$ cat config.mk
export PLATFORM = sky130hd
export DESIGN_NAME = branch_ctrl
export DESIGN_NICKNAME = d
export VERILOG_FILES = /design/src/rtl/branch_ctrl.sv
export SDC_FILE = /design/constraint.sdc
export NUM_CORES = 1
export LEC_CHECK = 0
export BUFFER_PORTS_ARGS = -buffer_cell sky130_fd_sc_hd__buf_4
export CORE_MARGIN = 2
export CORE_UTILIZATION = 47
export CTS_BUF_LIST = sky130_fd_sc_hd__clkbuf_16
export DETAILED_ROUTE_END_ITERATION = 8
export PLACE_DENSITY = 0.78
export SYNTH_ARGS = -nofsm -noshare
export SYNTH_HDL_FRONTEND = slang
export SYNTH_SLANG_ARGS = --single-unit
$ cat constraint.sdc
create_clock -name clk -period 3.3 [get_ports clk]
set_input_delay 0 -clock clk [delete_from_list [all_inputs] [get_ports clk]]
set_output_delay 0 -clock clk [all_outputs]
set_load 0.005 [all_outputs]
$ cat src/rtl/branch_ctrl.sv
// Branch resolution sequencer for the ID stage: stalls IF/ID until the branch
// operands are forwardable, issues the taken/not-taken decision to PC select,
// keeps resolved/taken statistics and flags operands that never arrive.
module branch_ctrl #(
   parameter int unsigned CNT_W    = 32,
   parameter int unsigned MAX_WAIT = 3
) (
   input  logic             clk,
   input  logic             reset,
   input  logic             br_valid,
   input  logic [2:0]       br_type,
   input  logic             rs_ready,
   input  logic             rt_ready,
   input  logic             flush,
   input  logic             equal_in,
   input  logic             bgez_in,
   input  logic             bgtz_in,
   input  logic             bltz_in,
   input  logic             blez_in,
   output logic             stall,
   output logic             br_taken,
   output logic             br_done,
   output logic             wait_err,
   output logic [CNT_W-1:0] branch_cnt,
   output logic [CNT_W-1:0] taken_cnt
);

   // Wait counter just wide enough to hold 0..MAX_WAIT
   localparam int unsigned WC_W = (MAX_WAIT < 2) ? 1 : $clog2(MAX_WAIT + 1);
   localparam logic [WC_W-1:0] WC_MAX   = WC_W'(MAX_WAIT);
   localparam logic [WC_W-1:0] WC_FIRST = (MAX_WAIT == 0) ? '0 : WC_W'(1);

   localparam logic [2:0] T_BEQ  = 3'd0;
   localparam logic [2:0] T_BNE  = 3'd1;
   localparam logic [2:0] T_BGEZ = 3'd2;
   localparam logic [2:0] T_BGTZ = 3'd3;
   localparam logic [2:0] T_BLTZ = 3'd4;
   localparam logic [2:0] T_BLEZ = 3'd5;

   typedef enum logic {
      IDLE = 1'b0,
      WAIT = 1'b1
   } state_t;

   state_t          state_q, state_d;
   logic [WC_W-1:0] wait_cnt_q, wait_cnt_d;
   logic            wait_err_d;
   logic            ops_ready;
   logic            cond;

   // Operand readiness and branch condition from the comparator flags
   always_comb begin
      ops_ready = rs_ready & (rt_ready | (br_type >= T_BGEZ));
      unique case (br_type)
         T_BEQ:   cond = equal_in;
         T_BNE:   cond = ~equal_in;
         T_BGEZ:  cond = bgez_in;
         T_BGTZ:  cond = bgtz_in;
         T_BLTZ:  cond = bltz_in;
         T_BLEZ:  cond = blez_in;
         default: cond = 1'b0;
      endcase
   end

   // Next state, wait tracking and the same-cycle stall/resolve outputs
   always_comb begin
      state_d    = state_q;
      wait_cnt_d = wait_cnt_q;
      wait_err_d = wait_err;
      stall      = 1'b0;
      br_taken   = 1'b0;
      br_done    = 1'b0;
      if (reset) begin
         state_d    = IDLE;
         wait_cnt_d = '0;
      end else if (flush) begin
         // Exception flush aborts any pending branch without counting it
         state_d    = IDLE;
         wait_cnt_d = '0;
      end else begin
         unique case (state_q)
            IDLE: begin
               if (br_valid) begin
                  if (ops_ready) begin
                     br_done  = 1'b1;
                     br_taken = cond;
                  end else begin
                     stall      = 1'b1;
                     state_d    = WAIT;
                     wait_cnt_d = WC_FIRST;
                  end
               end
            end
            WAIT: begin
               if (!br_valid) begin
                  // Branch left ID without resolving here; drop it
                  state_d    = IDLE;
                  wait_cnt_d = '0;
               end else if (ops_ready) begin
                  br_done    = 1'b1;
                  br_taken   = cond;
                  state_d    = IDLE;
                  wait_cnt_d = '0;
               end else begin
                  // Keep stalling; no forced decision on timeout
                  stall = 1'b1;
                  if (wait_cnt_q == WC_MAX) begin
                     wait_err_d = 1'b1;
                  end else begin
                     wait_cnt_d = wait_cnt_q + WC_W'(1);
                  end
               end
            end
            default: begin
               state_d    = IDLE;
               wait_cnt_d = '0;
            end
         endcase
      end
   end

   // State, wait counter and sticky timeout flag
   always_ff @(posedge clk) begin
      if (reset) begin
         state_q    <= IDLE;
         wait_cnt_q <= '0;
         wait_err   <= 1'b0;
      end else begin
         state_q    <= state_d;
         wait_cnt_q <= wait_cnt_d;
         wait_err   <= wait_err_d;
      end
   end

   // Resolved / taken branch statistics, wrapping modulo 2^CNT_W
   always_ff @(posedge clk) begin
      if (reset) begin
         branch_cnt <= '0;
         taken_cnt  <= '0;
      end else if (br_done) begin
         branch_cnt <= branch_cnt + CNT_W'(1);
         taken_cnt  <= taken_cnt + CNT_W'(br_taken);
      end
   end

endmodule

==> impl_metrics.env <==
export IMPL_antenna_found_initial=0
export IMPL_fin_hold_ws_ps=111
export IMPL_hold_violations=0
export IMPL_holdBufCountCts=0
export IMPL_cp_arrival_ps=2730
export IMPL_ys_seq_elements=68
export IMPL_utilization=0.609
export IMPL_placementRows=31
export IMPL_gp_congestion=0.797
export IMPL_portBuffers=81
export IMPL_cts_tree="built"
export IMPL_post_synth_num_cell_types=40
export IMPL_fmax_ghz=0.397
export IMPL_avgSynthCellArea_sq_um=8.30
export IMPL_drt_total_wl_um=8990
export IMPL_drive_gt1_frac=0.218
export IMPL_synth_compound_area_frac=0.153
export IMPL_initial_core_util=0.484
export IMPL_dpl_cell_area_sq_um=4170
export IMPL_cts_resized=0
export IMPL_p_per_area_nw_per_um2=384
export IMPL_post_place_ws_ps=468
export IMPL_wl_per_cell_um=15.0
export IMPL_postSynthCellCount=423
export IMPL_routed_via_density=5.91
export IMPL_htreeDepth=3
export IMPL_ys_seq_area_frac=0.388
export IMPL_dp_final_hpwl_um=6200
export IMPL_layout_nets=513
export IMPL_die_area_sq_um=8180
export IMPL_finalCriticalPeriod_ps=2520
export IMPL_fin_area_sq_um=4420
export IMPL_vdd_ir_drop_max_v=0.000242
export IMPL_post_route_drc_count=0
export IMPL_crit_type="in2reg"
export IMPL_leakage_nw=1.60
export IMPL_required_ps=3510
export IMPL_antenna_left=0
export IMPL_fin_skew_ps=5.94
export IMPL_syn_area_sq_um=3510
export IMPL_cp_max_fo=19
export IMPL_synthToLayoutAreaGrowth_pct=25.9
export IMPL_fill_cells=645
export IMPL_fin_ws_ps=781
export IMPL_worst_r2r_setup_slack_ps=960
export IMPL_core_area_sq_um=7250
export IMPL_drtIter0Drc=231
export IMPL_cp_end_kind="flip-flop"
export IMPL_syn_nets=441
export IMPL_synth_simple_gate_area_frac=0.329
export IMPL_cts_sinks=68
export IMPL_clk_latency_ps=320
export IMPL_antennaDiodeCount=0
export IMPL_finalSetupTns_ps=0
export IMPL_tightestPinTransition_ps=841
export IMPL_synthXorXnorAreaFrac=0.0249
export IMPL_slew_headroom=0.438
export IMPL_postCtsSetupRepairBufs=0
export IMPL_grt_max_degree=77
export IMPL_status="completed"
export IMPL_num_vias=3541
export IMPL_min_path_type="in2reg"
export IMPL_finalCritPeriodShare=0.763
export IMPL_synth_fa_ha_area_frac=0.0143
export IMPL_yosysWarnings=0
export IMPL_clk_pin_slew_ps=50
export IMPL_first_pass_iters=5
export IMPL_muxShareOfSynthArea=0.0463
export IMPL_grt_pass1_vias=3243
export IMPL_cts_buffers=9
export IMPL_grt_ovfl_total=0
export IMPL_start_kind="input port"
export IMPL_ctsRootBufferMaster="clkbuf_16"
export IMPL_die_w_um=90.4
export IMPL_die_h_um=90.4
export IMPL_rsz0062_at_grt="false"
export IMPL_grt_pass1_wl_um=15100
export IMPL_clockBufferDepth=2
export IMPL_setup_viol=0
export IMPL_grtUsageTotal=0.221
export IMPL_io_pins=82
export IMPL_slew_viol_final=0
export IMPL_cap_violations=0
export IMPL_synth_top_family_by_area="simple AND/OR/NAND/NOR gates"
## report_power, final
group | internal, mW | leakage, nW | switching (mW) | total [mW]
Sequential | 0.823 | 0.548 | 0.00188 | 0.825
Combinational | 0.0235 | 0.912 | 0.0355 | 0.0591
Clock | 0.490 | 0.136 | 0.323 | 0.813
Total | 1.34 | 1.60 | 0.360 | 1.70
## flip-flops by register name, indices dropped and copies added (netlist names)
| name | cells |
|---|---|
| state_q | 1 |
| wait_cnt_q | 2 |
| wait_err | 1 |
| branch_cnt | 32 |
| taken_cnt | 32 |
## placed cells by master, fill, tap and decap left out, drive strengths merged, types with 10 or more instances in the layout
master  instances
a21oi          43
buf            85
dfxtp          68
inv            17
mux2           10
nand2          37
nand3          24
nand4          15
nor2           23
nor2b          10
nor4           15
o21ai          11
o31ai          25
or3            11
or4            28
## critical path, stage by stage
cell      delay [ps]
buf_4            110
nand2b_1         130
a21oi_1           70
a311o_1          320
a21oi_1          210
ha_1             210
nand3_1          230
or4_1            750
nor4_1           320
mux2_2           370
## metrics by stage
| stage | std cells | power (mW) |
|---|---|---|
| final | 599 | 1.70 |
| after detailed placement | 583 | 0.901 |
| after floorplan | 423 | 0.874 |
| after global routing | 599 | 1.76 |
| after global placement | 583 | 0.899 |
| after CTS | 599 | 1.71 |
## cells in the mapped netlist
cell type   n  share of area
or3b_4      1         0.0032
buf_1       2         0.0021
and2_1      2         0.0036
and3_1      7          0.012
o22ai_1     1         0.0018
nor4b_1     2         0.0050
a311o_1     1         0.0029
ha_1        4          0.014
mux2i_1     5          0.014
or4_1      27          0.058
or4_4       1         0.0032
and4_1      8          0.020
nand2_1    37          0.040
o31a_1      1         0.0025
mux2_2     10          0.032
or3_1      11          0.020
buf_2       1         0.0014
nor3_1      6         0.0086
clkbuf_1   19          0.020
a32o_1      1         0.0029
a31o_2      1         0.0025
buf_6       2         0.0064
inv_1      14          0.015
nor3b_2     1         0.0036
nand4b_1    2         0.0050
or2_0       1         0.0018
nand4_1    15          0.027
a21oi_1    43          0.061
xor2_1      1         0.0025
nand4bb_1   2         0.0064
o21ai_0    11          0.016
o41ai_1     4          0.010
dfxtp_1    68           0.39
nand3_1    24          0.034
nor2_1     23          0.025
xnor2_1     9          0.022
nor4_1     15          0.027
nor2b_1    10          0.018
nand2b_1    5         0.0089
o31ai_1    25          0.053
## cell type report
| type | count | area (sq um) | share of cell area |
|---|---|---|---|
| Clock inverter | 7 | 27.5 | 0.00623 |
| Multi-Input combinational cell | 317 | 1990 | 0.450 |
| Inverter | 14 | 52.6 | 0.0119 |
| Timing Repair Buffer | 85 | 638 | 0.144 |
| Tap cell | 99 | 124 | 0.0280 |
| Clock buffer | 9 | 225 | 0.0510 |
| Sequential cell | 68 | 1360 | 0.308 |
## layer usage
metal,up-vias,wire length [um],global-route usage
li1,1742,-,-
met4,0,82,0.0718
met5,-,0,0
met3,7,459,0.0568
met2,116,4310,0.363
met1,1676,4140,0.283
## path summary, 6_finish.rpt
path	start	to	cells past startpoint
worst max-delay path	br_type[2]	taken_cnt[31]	10
worst min-delay path	flush	wait_cnt_q[1]	3
worst min register to register	taken_cnt[0]	taken_cnt[0]	2
worst max register to register	taken_cnt[0]	taken_cnt[31]	5
## cells by family (layout without fill, tap and decap cells)
kind of cell	count (synthesis)	count (layout)
flops	68	68
buf+inv	38	115
simple gates	200	200
fa+ha+maj	4	4
compound gates	88	88
xor+xnor	10	10
mux	15	15
Power figures use the tool's default switching activity.
